`config.mk`:
```
export PLATFORM = sky130hd
export DESIGN_NAME = seq_ctrl_flat
export DESIGN_NICKNAME = d
export VERILOG_FILES = /design/src/rtl/seq_ctrl_pkg.sv /design/src/rtl/seq_ctrl_if.sv /design/src/rtl/seq_ctrl_wait_timer.sv /design/src/rtl/seq_ctrl.sv /design/src/flat_wrapper.sv
export SDC_FILE = /design/constraint.sdc
export NUM_CORES = 1
export LEC_CHECK = 0
export CAP_MARGIN = 5
export CORE_MARGIN = 10
export CORE_UTILIZATION = 49
export CTS_BUF_LIST = sky130_fd_sc_hd__clkbuf_8 sky130_fd_sc_hd__clkbuf_16
export CTS_CLUSTER_DIAMETER = 200
export DETAILED_ROUTE_END_ITERATION = 16
export PLACE_DENSITY = 0.89
export SYNTH_ARGS = -nofsm -noshare
export SYNTH_HDL_FRONTEND = slang
export SYNTH_SLANG_ARGS = --single-unit
```
`constraint.sdc`:
```
create_clock -name clk -period 2.8 [get_ports clk]
set_clock_uncertainty 0.05 [all_clocks]
set_input_delay 0.28 -clock clk [delete_from_list [all_inputs] [get_ports clk]]
set_output_delay 0.28 -clock clk [all_outputs]
set_load 0.05 [all_outputs]
```
`src/rtl/seq_ctrl_pkg.sv`:
```
`default_nettype none
// +--------------------------------------------------------------------------+
// | Module      : seq_ctrl_pkg                                               |
// | Description : Shared constants for the multi-cycle sequencer: opcode     |
// |               values, FSM state encoding, ALU operation encoding and     |
// |               small opcode-classification helpers.                       |
// | Revision    : 1.0 - initial release                                      |
// +--------------------------------------------------------------------------+
package seq_ctrl_pkg;

  // Opcodes (instr[6:0])
  localparam logic [6:0] c_OP_IMM    = 7'b0010011;
  localparam logic [6:0] c_OP_LOAD   = 7'b0000011;
  localparam logic [6:0] c_OP_STORE  = 7'b0100011;
  localparam logic [6:0] c_OP_BRANCH = 7'b1100011;
  localparam logic [6:0] c_OP_REG    = 7'b0110011;

  // FSM state encoding
  typedef logic [2:0] state_t;
  localparam state_t c_S_FETCH  = 3'd0;
  localparam state_t c_S_DECODE = 3'd1;
  localparam state_t c_S_EXEC   = 3'd2;
  localparam state_t c_S_MEM    = 3'd3;
  localparam state_t c_S_WB     = 3'd4;
  localparam state_t c_S_TRAP   = 3'd5;

  // ALU operation encoding
  typedef logic [1:0] aluop_t;
  localparam aluop_t c_ALU_ADD   = 2'b00;
  localparam aluop_t c_ALU_SUB   = 2'b01;
  localparam aluop_t c_ALU_FUNCT = 2'b10;

  function automatic logic op_is_legal(input logic [6:0] op);
    return (op == c_OP_IMM) || (op == c_OP_LOAD) || (op == c_OP_STORE) ||
           (op == c_OP_BRANCH) || (op == c_OP_REG);
  endfunction

  function automatic logic op_uses_imm(input logic [6:0] op);
    return (op == c_OP_IMM) || (op == c_OP_LOAD) || (op == c_OP_STORE);
  endfunction

  function automatic aluop_t alu_op_for(input logic [6:0] op);
    if ((op == c_OP_IMM) || (op == c_OP_REG)) return c_ALU_FUNCT;
    if (op == c_OP_BRANCH)                    return c_ALU_SUB;
    return c_ALU_ADD;
  endfunction

endpackage
`default_nettype wire

```
`src/rtl/seq_ctrl_if.sv`:
```
`default_nettype none
// +--------------------------------------------------------------------------+
// | Module      : seq_ctrl_if                                                |
// | Description : Bundle between the sequencer and its datapath/memories.   |
// |               master : sequencer side (drives requests and enables)      |
// |               slave  : datapath/memory side (drives instr, acks, branch) |
// | Revision    : 1.0 - initial release                                      |
// +--------------------------------------------------------------------------+
interface seq_ctrl_if;
  import seq_ctrl_pkg::*;

  logic [31:0] instr;      // instruction register contents
  logic        imem_ack;   // instruction word returned
  logic        dmem_ack;   // load/store completed
  logic        br_taken;   // branch comparison result
  logic        imem_req;
  logic        dmem_req;
  logic        dmem_we;
  logic        ir_we;
  logic        pc_we;
  logic        pc_src;     // 0 = PC+4, 1 = PC+imm
  logic        alu_src;    // 0 = register, 1 = immediate
  aluop_t      alu_op;
  logic        reg_we;
  logic        mem_to_reg; // 0 = ALU, 1 = load data
  logic        trap;
  logic [31:0] instret;

  modport master (
    input  instr, imem_ack, dmem_ack, br_taken,
    output imem_req, dmem_req, dmem_we, ir_we, pc_we, pc_src,
           alu_src, alu_op, reg_we, mem_to_reg, trap, instret
  );

  modport slave (
    output instr, imem_ack, dmem_ack, br_taken,
    input  imem_req, dmem_req, dmem_we, ir_we, pc_we, pc_src,
           alu_src, alu_op, reg_we, mem_to_reg, trap, instret
  );
endinterface
`default_nettype wire

```
`src/rtl/seq_ctrl_wait_timer.sv`:
```
`default_nettype none
// +--------------------------------------------------------------------------+
// | Module      : wait_timer                                                 |
// | Description : Memory-wait watchdog. Counts un-acked request cycles and   |
// |               flags the cycle whose miss would reach TIMEOUT.            |
// | Ports       : clk, rst_n  - clock, async active-low reset                |
// |               clear       - zero the count (takes priority)              |
// |               count       - request outstanding and not acked this cycle |
// |               expired     - this un-acked cycle is the TIMEOUT-th one    |
// | Revision    : 1.0 - initial release                                      |
// +--------------------------------------------------------------------------+
module wait_timer #(
  parameter int TIMEOUT = 16
) (
  input  wire logic clk,
  input  wire logic rst_n,
  input  wire logic clear,
  input  wire logic count,
  output logic      expired
);

  localparam logic [7:0] c_LAST = 8'(TIMEOUT - 1);

  logic [7:0] r_cnt;

  always_ff @(posedge clk or negedge rst_n) begin
    if (!rst_n)                          r_cnt <= 8'd0;
    else if (clear)                      r_cnt <= 8'd0;
    else if (count && (r_cnt != c_LAST)) r_cnt <= r_cnt + 8'd1;
  end

  // Gated by count, so an ack in the final allowed cycle never expires.
  assign expired = count && (r_cnt == c_LAST);

endmodule
`default_nettype wire

```
`src/rtl/seq_ctrl.sv`:
```
`default_nettype none
// +--------------------------------------------------------------------------+
// | Module      : seq_ctrl                                                   |
// | Description : Multi-cycle sequencer FSM (FETCH/DECODE/EXEC/MEM/WB/TRAP)  |
// |               with memory-wait watchdog and retired-instruction count.  |
// | Ports       : clk    - clock                                             |
// |               rst_n  - async active-low reset                            |
// |               bus    - seq_ctrl_if.master (instr/acks in, controls out)  |
// | Revision    : 1.0 - initial release                                      |
// +--------------------------------------------------------------------------+
module seq_ctrl
  import seq_ctrl_pkg::*;
#(
  parameter int MEM_TIMEOUT = 16
) (
  input  wire logic   clk,
  input  wire logic   rst_n,
  seq_ctrl_if.master  bus
);

  state_t      r_state;
  state_t      w_state_next;
  logic        r_run;       // low from reset until the first clock edge after release
  logic [31:0] r_instret;
  logic [6:0]  w_op;
  logic        w_waiting, w_ack, w_expired;
  logic        w_unused_instr;

  logic   w_imem_req, w_dmem_req, w_dmem_we, w_ir_we, w_pc_we, w_pc_src;
  logic   w_alu_src, w_reg_we, w_mem_to_reg, w_trap;
  aluop_t w_alu_op;

  assign w_op           = bus.instr[6:0];
  assign w_unused_instr = ^bus.instr[31:7];

  // Watchdog: only FETCH and MEM wait on an ack; every other state (and
  // the ack cycle itself) clears it, which covers entry to FETCH and MEM.
  assign w_waiting = r_run && ((r_state == c_S_FETCH) || (r_state == c_S_MEM));
  assign w_ack     = (r_state == c_S_FETCH) ? bus.imem_ack : bus.dmem_ack;

  wait_timer #(.TIMEOUT(MEM_TIMEOUT)) u_wait_timer (
    .clk     (clk),
    .rst_n   (rst_n),
    .clear   (!w_waiting || w_ack),
    .count   (w_waiting && !w_ack),
    .expired (w_expired)
  );

  // State register
  always_ff @(posedge clk or negedge rst_n) begin
    if (!rst_n) begin
      r_state <= c_S_FETCH;
      r_run   <= 1'b0;
    end else begin
      r_state <= w_state_next;
      r_run   <= 1'b1;
    end
  end

  // Next-state logic
  always_comb begin
    w_state_next = r_state;
    if (r_run) begin
      case (r_state)
        c_S_FETCH: begin
          if (bus.imem_ack)   w_state_next = c_S_DECODE;
          else if (w_expired) w_state_next = c_S_TRAP;
        end
        c_S_DECODE: w_state_next = op_is_legal(w_op) ? c_S_EXEC : c_S_TRAP;
        c_S_EXEC: begin
          if (w_op == c_OP_BRANCH)                              w_state_next = c_S_FETCH;
          else if ((w_op == c_OP_LOAD) || (w_op == c_OP_STORE)) w_state_next = c_S_MEM;
          else                                                  w_state_next = c_S_WB;
        end
        c_S_MEM: begin
          if (bus.dmem_ack)   w_state_next = (w_op == c_OP_LOAD) ? c_S_WB : c_S_FETCH;
          else if (w_expired) w_state_next = c_S_TRAP;
        end
        c_S_WB:   w_state_next = c_S_FETCH;
        c_S_TRAP: w_state_next = c_S_TRAP;
        default:  w_state_next = c_S_TRAP;
      endcase
    end
  end

  // Output decode; everything is held at zero until r_run so reset
  // (including an async reset mid-MEM) drops requests immediately.
  always_comb begin
    w_imem_req   = 1'b0;
    w_dmem_req   = 1'b0;
    w_dmem_we    = 1'b0;
    w_ir_we      = 1'b0;
    w_pc_we      = 1'b0;
    w_pc_src     = 1'b0;
    w_alu_src    = 1'b0;
    w_alu_op     = c_ALU_ADD;
    w_reg_we     = 1'b0;
    w_mem_to_reg = 1'b0;
    w_trap       = 1'b0;
    if (r_run) begin
      case (r_state)
        c_S_FETCH: begin
          w_imem_req = 1'b1;
          w_ir_we    = bus.imem_ack;
        end
        c_S_EXEC: begin
          w_alu_src = op_uses_imm(w_op);
          w_alu_op  = alu_op_for(w_op);
          if (w_op == c_OP_BRANCH) begin
            w_pc_we  = 1'b1;
            w_pc_src = bus.br_taken;
          end
        end
        c_S_MEM: begin
          w_dmem_req = 1'b1;
          w_dmem_we  = (w_op == c_OP_STORE);
          w_pc_we    = (w_op == c_OP_STORE) && bus.dmem_ack;
        end
        c_S_WB: begin
          w_reg_we     = 1'b1;
          w_pc_we      = 1'b1;
          w_mem_to_reg = (w_op == c_OP_LOAD);
        end
        c_S_TRAP: w_trap = 1'b1;
        default: ;
      endcase
    end
  end

  // Retired-instruction counter; wraps naturally at 2^32.
  always_ff @(posedge clk or negedge rst_n) begin
    if (!rst_n)       r_instret <= 32'd0;
    else if (w_pc_we) r_instret <= r_instret + 32'd1;
  end

  assign bus.imem_req   = w_imem_req;
  assign bus.dmem_req   = w_dmem_req;
  assign bus.dmem_we    = w_dmem_we;
  assign bus.ir_we      = w_ir_we;
  assign bus.pc_we      = w_pc_we;
  assign bus.pc_src     = w_pc_src;
  assign bus.alu_src    = w_alu_src;
  assign bus.alu_op     = w_alu_op;
  assign bus.reg_we     = w_reg_we;
  assign bus.mem_to_reg = w_mem_to_reg;
  assign bus.trap       = w_trap;
  assign bus.instret    = r_instret;

endmodule
`default_nettype wire

```
`src/flat_wrapper.sv`:
```
// flat-port wrapper written by rule: the top's interface ports become plain ports
module seq_ctrl_flat import seq_ctrl_pkg::*;
#(
  parameter int MEM_TIMEOUT = 16
)
  (clk, rst_n, bus_instr, bus_imem_ack, bus_dmem_ack, bus_br_taken, bus_imem_req, bus_dmem_req, bus_dmem_we, bus_ir_we, bus_pc_we, bus_pc_src, bus_alu_src, bus_alu_op, bus_reg_we, bus_mem_to_reg, bus_trap, bus_instret);
  seq_ctrl_if bus_i ();
  input  wire logic clk;
  input  wire logic rst_n;
  input wire logic [$bits(bus_i.instr)-1:0] bus_instr;
  input wire logic [$bits(bus_i.imem_ack)-1:0] bus_imem_ack;
  input wire logic [$bits(bus_i.dmem_ack)-1:0] bus_dmem_ack;
  input wire logic [$bits(bus_i.br_taken)-1:0] bus_br_taken;
  output wire logic [$bits(bus_i.imem_req)-1:0] bus_imem_req;
  output wire logic [$bits(bus_i.dmem_req)-1:0] bus_dmem_req;
  output wire logic [$bits(bus_i.dmem_we)-1:0] bus_dmem_we;
  output wire logic [$bits(bus_i.ir_we)-1:0] bus_ir_we;
  output wire logic [$bits(bus_i.pc_we)-1:0] bus_pc_we;
  output wire logic [$bits(bus_i.pc_src)-1:0] bus_pc_src;
  output wire logic [$bits(bus_i.alu_src)-1:0] bus_alu_src;
  output wire logic [$bits(bus_i.alu_op)-1:0] bus_alu_op;
  output wire logic [$bits(bus_i.reg_we)-1:0] bus_reg_we;
  output wire logic [$bits(bus_i.mem_to_reg)-1:0] bus_mem_to_reg;
  output wire logic [$bits(bus_i.trap)-1:0] bus_trap;
  output wire logic [$bits(bus_i.instret)-1:0] bus_instret;
  assign bus_i.instr = bus_instr;
  assign bus_i.imem_ack = bus_imem_ack;
  assign bus_i.dmem_ack = bus_dmem_ack;
  assign bus_i.br_taken = bus_br_taken;
  assign bus_imem_req = bus_i.imem_req;
  assign bus_dmem_req = bus_i.dmem_req;
  assign bus_dmem_we = bus_i.dmem_we;
  assign bus_ir_we = bus_i.ir_we;
  assign bus_pc_we = bus_i.pc_we;
  assign bus_pc_src = bus_i.pc_src;
  assign bus_alu_src = bus_i.alu_src;
  assign bus_alu_op = bus_i.alu_op;
  assign bus_reg_we = bus_i.reg_we;
  assign bus_mem_to_reg = bus_i.mem_to_reg;
  assign bus_trap = bus_i.trap;
  assign bus_instret = bus_i.instret;
  seq_ctrl #(.MEM_TIMEOUT(MEM_TIMEOUT)) u_core (.clk(clk), .rst_n(rst_n), .bus(bus_i));
endmodule
```
==> results of run 1 <==
## power breakdown
| part | internal, mW | total, mW | switching [mW] |
|---|---|---|---|
| Clock | 0.166 | 0.369 | 0.203 |
| Sequential | 0.636 | 0.638 | 0.00230 |
| Combinational | 0.0214 | 0.0511 | 0.0297 |
| Total | 0.824 | 1.06 | 0.235 |
## state kept, by name, indices dropped and copies added, names as in the netlist
name / cells
u_core.u_wait_timer.r_cnt: 8
u_core.r_run: 1
u_core.bus.instret: 32
u_core.r_state: 3
## stage by stage
step	utilization	instance area (µm²)	hold slack, ps
finish	0.648	3100	70.6
detailed placement	0.630	3020	424
CTS	0.648	3100	107
floorplan	-	2440	-65.6
global route	0.648	3100	139
global placement	0.630	3020	407
## cells in the final DEF (no fill, tap or decap), types with 2 or more instances in the layout
| master | count |
|---|---|
| inv_1 | 9 |
| nand2b_1 | 2 |
| nand2_1 | 16 |
| or2_2 | 2 |
| xor2_1 | 12 |
| and2_1 | 5 |
| and3_1 | 6 |
| dfrtp_1 | 44 |
| nand3_1 | 19 |
| a21oi_1 | 7 |
| clkbuf_8 | 5 |
| or3_1 | 4 |
| clkdlybuf4s50_1 | 47 |
| nor2_1 | 21 |
| o21bai_1 | 2 |
| o32a_1 | 2 |
| nor3_1 | 3 |
| xnor2_1 | 22 |
| a31oi_1 | 2 |
| nor4_1 | 5 |
| o21ai_0 | 6 |
| ha_1 | 2 |
| nor4b_2 | 2 |
| nand4_1 | 16 |
| nor3_2 | 8 |
| buf_4 | 9 |
## path summary, 6_finish.rpt
kind / start / end / slack (ps) / cells after the start
max: u_core.r_state[0]$_DFFE_PN0P_ / bus_reg_we / 180 / 3
min: rst_n / u_core.bus.instret[5]$_DFFE_PN0P_ / 70 / 1
max reg2reg: u_core.r_state[0]$_DFFE_PN0P_ / u_core.bus.instret[31]$_DFFE_PN0P_ / 550 / 6
min reg2reg: u_core.bus.instret[31]$_DFFE_PN0P_ / u_core.bus.instret[31]$_DFFE_PN0P_ / 430 / 1
max in group asynchronous: rst_n / u_core.bus.instret[4]$_DFFE_PN0P_ / 2040 / 1
min in group clk: u_core.bus.instret[31]$_DFFE_PN0P_ / u_core.bus.instret[31]$_DFFE_PN0P_ / 430 / 1
## critical path: cells and delay by family (launching register included)
family | cells | cell delay (ps)
DFF | 1 | 490
and+or+nand+nor | 2 | 630
buffers and inverters | 1 | 870
## kinds of logic (layout without fill, tap and decap cells)
kind of cell,after synthesis,after routing,synth area share
simple gates,120,120,0.312
flops,44,44,0.451
xor+xnor,34,34,0.122
compound gates,21,21,0.0574
buf+inv,17,74,0.0410
fa+ha+maj,2,2,0.0103
other cells,1,1,0.00154
mux,1,1,0.00410
## area by class of cell
type,count,area (µm²),share of cell area
tap,67,83.8,0.0270
timing repair buffer,58,563,0.182
clock inverter,2,8.76,0.00282
inverter,9,36.3,0.0117
clock buffer,5,68.8,0.0222
sequential,44,1100,0.355
multi-input combinational,179,1240,0.400
## per-layer routing
metal / GRT usage / vias to the layer above
met5: 0 / -
met4: 0.0597 / 0
met3: 0.0557 / 8
met2: 0.228 / 71
met1: 0.166 / 997
li1: - / 960
==> summary.txt, run 1 <==
Yosys
  • Post-synth ARST share: 1.00
  • Syn Std Cell Area: ~2400 µm²
  • Post-synth top cells: 44 x dfrtp_1, 22 x xnor2_1, 21 x nor2_1
  • Synthesis-stage register bit count: 44
  • Cell with the most instances after synthesis: dfrtp_1
  • Synth Net Count: 279
  • YS warnings: 0
  • Portion of synthesized cell area occupied by the leading cell type: 0.451
  • Ys flop type: dfrtp_1
  • Mapped Cells: 240
  • Number of distinct library cells after synthesis: between 40 and 50
  • Main area contributors after synthesis: dfrtp_1 45%, xnor2_1 7.9%, xor2_1 4.3%
  • Number of flops mapped to enable cells by yosys: 0
  • Mapped Avg Cell Area: a little over 10 µm²
  • Sequential fraction of the synthesis area: 0.451
  • Dominant cell type by area after synthesis: dfrtp_1

Critical path
  • Worst setup EP type: output port
  • Critical path required time: around 2500 ps
  • Critical-path top delay cell: clkdlybuf4s50_1
  • Critical path class: reg2out
  • CP peak stage delay: around 870 ps
  • Cells along the critical path: or2_2 > nor2_1 > clkdlybuf4s50_1
  • Highest fanout seen on the critical path: 11
  • Arr. time, crit path: 2290 ps
  • Startpoint type of the worst setup path: flip-flop

CTS
  • Clock latency on the worst-skew pair: around 290 ps
  • # hold bufs at CTS: 0
  • Bufs on Longest Clock Path: 2
  • H-tree levels: 2
  • Number of gates given a new drive strength after cts: 0
  • Inserted Clock Buffers: 5
  • Number of post-CTS setup repair buffers: 1
  • Root Driver: clkbuf_8
  • Clock transition at path regs: about 80 ps
  • CTS tree: yes
  • Sinks on the clock net: 44

Timing
  • Maximum clock rate: approximately 380 MHz
  • RSZ-0062 raised after global routing: false
  • Crit path time final: ~2600 ps
  • Final setup violating endpoints: 0
  • Hold violation total from the final report: 0
  • Max-slew violation count: 0
  • TNS Setup: 0 ps
  • Transition time at the pin with the least slew margin: 944 ps
  • Post-route worst setup slack: about 180 ps
  • Part of the cycle the worst path needs: 0.935
  • Relative max-transition margin: 0.371

GRT
  • Initial antenna violation count: 0
  • Vias in the first global route: approximately 2,000
  • Total routing usage reported by global routing: 0.143
  • Overall overflow remaining after global route: 0
  • Largest net degree at the start of global routing: 45
  • Global-route wire length before repair: a little under 10,000 µm

Drt
  • DRT antenna net count: 0
  • Total number of vias: approximately 2,000
  • Met2 Wirelength: between 2000 and 3000 µm
  • Routed wl met3: around 470 µm
  • Number of DRC violations after detailed routing: 0
  • Number of DRC markers after the initial detailed-route iteration: between 100 and 150
  • Number of vias per cell: 5.59
  • DR pass1 iterations: 4
  • DR top layer: met4
  • Total routed wirelength: just under 6000 µm
  • Wire per inst: about 16 µm
  • Met1 Wirelength: around 2400 µm

Pwr
  • Power per standard cell area: around 340 nW/µm²
  • Maximum vdd drop: 0.313 mV
  • Leak Pwr: between 1 and 1.5 nW
  • Post-layout power: ~1.1 mW

Hold path
  • Kind of path behind the tightest hold check: in2async

Die
  • Overall die area: between 8000 and 9000 µm²
  • Standard-cell rows: 25
  • Horizontal die dimension: 90.6 µm
  • IO Pins: 81
  • Starting Density: 0.510
  • Die Ht: 90.6 µm
  • Area of the core region: ~4800 µm²

Place
  • Worst setup timing slack at the placement stage: between 50 and 60 ps
  • Number of cells in the design after placement: around 360
  • IO buf count: 55
  • RD Place Congestion: 0.870
  • HPWL Detailed: roughly 4300 µm

Finish
  • Final Non-Filler Cells: between 300 and 400
  • Final nets: between 300 and 400
  • N_diodes: 0
  • FILL cells: ~370
  • Area Growth Syn to Fin: 27.1%
  • Layout cell share with drive strength beyond 1: 0.125

Status
  • Outcome: finished clean

Job
  • Max-cap viol count: 0
Power figures use the tool's default switching activity.
==> run 2: changes to the inputs <==
- CORE_UTILIZATION: 49 -> 25
- PLACE_DENSITY: 0.89 -> 0.53
- SKIP_LAST_GASP: unset -> 1
==> run 2 against run 1 <==
Effect of this change:
- setup slack worse by 8.7 ps
- non-clock buffer count up 2
- die area rose by 72%
- largest cell class unchanged
==> summary.txt, run 2 (same netlist as run 1, synthesis figures left out) <==
CTS
  • Number of gates given a new drive strength after cts: 0
  • Clock latency on the worst-skew pair: just under 300 ps
  • Bufs on Longest Clock Path: 2
  • H-tree levels: 2
  • Sinks on the clock net: 44
  • CTS tree: yes
  • Root Driver: clkbuf_8
  • Inserted Clock Buffers: 5
  • Clock transition at path regs: around 80 ps

Critical path
  • Cell count along the critical path: 3
  • Arr. time, crit path: 2300 ps
  • Endpoint of the most critical register-to-register path: u_core.bus.instret[17]$_DFFE_PN0P_
  • WP buf/inv: 1
  • Highest fanout seen on the critical path: 11
  • Critical path's top delay family: buffers and inverters
  • CP peak stage delay: a little under 900 ps
  • Startpoint type of the worst setup path: flip-flop
  • Critical path required time: between 2000 and 2500 ps
  • Count of cells along the worst register-to-register path: 6
  • Crit path to: bus_reg_we
  • Cells along the critical path: or2_2 > nor2_1 > clkdlybuf4s50_1
  • Worst setup EP type: output port
  • Critical-path top delay cell: clkdlybuf4s50_1
  • Startpoint of the most critical register-to-register path: u_core.r_state[0]$_DFFE_PN0P_
  • Critical path class: reg2out
  • Critical path launch point: u_core.r_state[0]$_DFFE_PN0P_
  • Reg-to-reg setup timing slack: 620 ps

Drt
  • Total number of vias: 1,945
  • Met1 Wirelength: a little under 3000 µm
  • DR top layer: met4
  • DR pass1 iterations: 6
  • Routed wl met3: about 270 µm
  • Number of vias per cell: roughly 4.5
  • DRT antenna net count: 0
  • Wire per inst: about 14 µm
  • Number of DRC violations after detailed routing: 0
  • Number of DRC markers after the initial detailed-route iteration: between 80 and 90
  • Met2 Wirelength: between 2000 and 3000 µm
  • Total routed wirelength: about 6000 µm

Die
  • Die Ht: between 100 and 150 µm
  • Standard-cell rows: 35
  • Overall die area: around 14,000 µm²
  • IO Pins: 81
  • Area of the core region: approximately 9400 µm²
  • Starting Density: 0.260
  • Horizontal die dimension: roughly 120 µm

Finish
  • Final instance area: about 3200 µm²
  • Max FFs per register: 32
  • Final Non-Filler Cells: roughly 430
  • N_diodes: 0
  • Area Growth Syn to Fin: 31.4%
  • Layout cell share with drive strength beyond 1: 0.130
  • Final nets: roughly 340
  • Most used cells in the layout excluding fill and tap cells: 47 x clkdlybuf4s50_1, 44 x dfrtp_1, 22 x xnor2_1
  • Most frequent standard cell in the layout excluding fill and tap cells: clkdlybuf4s50_1

Timing
  • Transition time at the pin with the least slew margin: a little over 1000 ps
  • Relative max-transition margin: 0.322
  • Final setup violating endpoints: 0
  • RSZ-0062 raised after global routing: false
  • Part of the cycle the worst path needs: 0.938
  • Max-slew violation count: 0
  • Crit path time final: 2630 ps
  • Hold violation total from the final report: 0
  • Maximum clock rate: ~380 MHz

Pwr
  • Leak Pwr: 1.33 nW
  • Power per standard cell area: ~340 nW/µm²
  • Maximum vdd drop: 0.165 mV

Status
  • Outcome: finished clean

GRT
  • Initial antenna violation count: 0
  • Overall overflow remaining after global route: 0
  • Global-route wire length before repair: between 10,000 and 15,000 µm
  • Total routing usage reported by global routing: 0.0879
  • Vias in the first global route: 1,971
  • Largest net degree at the start of global routing: 45

Job
  • Max-cap viol count: 0

Hold path
  • Kind of path behind the tightest hold check: in2async

Place
  • IO buf count: 55
  • DP Area: 3110 µm²
  • Number of cells in the design after placement: 420
  • RD Place Congestion: 0.743
  • HPWL Detailed: 4520 µm
## run 2: cell count changes in the layout (fill, tap and decap cells not counted)
cell,previous run,this run
inv_1,9,10
buf_4,9,11
clkbuf_8,5,6
clkinv_2,1,0
## run 2: repair_timing
action | 4_1_cts | 5_1_grt
buffers inserted | 1 | 0
hold buffers | 0 | 0
endpoints found under the setup margin | 1 | 0
## run 2: final cells by class
class | instances | area, µm²
Sequential cell | 44 | 1100
Tap cell | 129 | 161
Clock inverter | 2 | 7.51
Fill cell | 1004 | 6170
Timing Repair Buffer | 60 | 578
Multi-Input combinational cell | 179 | 1240
Clock buffer | 6 | 82.6
Inverter | 9 | 36.3
## run 2: how the worst min path moves through the flow
stage	endpoint	from	slack (ps)
floorplan	u_core.bus.instret[0]$_DFFE_PN0P_	rst_n	-70
global placement	u_core.bus.instret[31]$_DFFE_PN0P_	u_core.bus.instret[31]$_DFFE_PN0P_	410
detailed placement	u_core.bus.instret[31]$_DFFE_PN0P_	u_core.bus.instret[31]$_DFFE_PN0P_	410
CTS	u_core.r_state[1]$_DFFE_PN0P_	rst_n	140
global route	u_core.r_state[1]$_DFFE_PN0P_	rst_n	180
finish	u_core.r_state[1]$_DFFE_PN0P_	rst_n	100
## run 2: stage by stage
| stage | total power [mW] | setup WS [ps] | setup TNS, ps | utilization | hold slack, ps |
|---|---|---|---|---|---|
| after floorplan | 0.667 | 70.3 | 0 | - | -65.6 |
| after global placement | 0.707 | -2.55 | -2.55 | 0.332 | 412 |
| after detailed placement | 0.707 | 2.13 | 0 | 0.332 | 411 |
| after CTS | 1.12 | 175 | 0 | 0.342 | 144 |
| after global routing | 1.15 | 95.5 | 0 | 0.342 | 177 |
| final | 1.10 | 173 | 0 | 0.342 | 95.0 |
## run 2: metal layers
layer  GRT usage  vias up
met3      0.0276        7
met2       0.137       32
met1       0.114      948
met5           0        -
li1            -      958
met4      0.0229        0
## run 2: where the power goes
group          leakage [nW]  switching [mW]  internal [mW]
logic                 0.688          0.0313         0.0232
registers             0.592         0.00217          0.636
clock network        0.0538           0.214          0.194
total                  1.33           0.248          0.853
==> run 3: changes to the inputs <==
- SLEW_MARGIN: unset -> 0
==> results of run 3 <==
No change in the layout: final DEF, timing and power equal those of run 2.
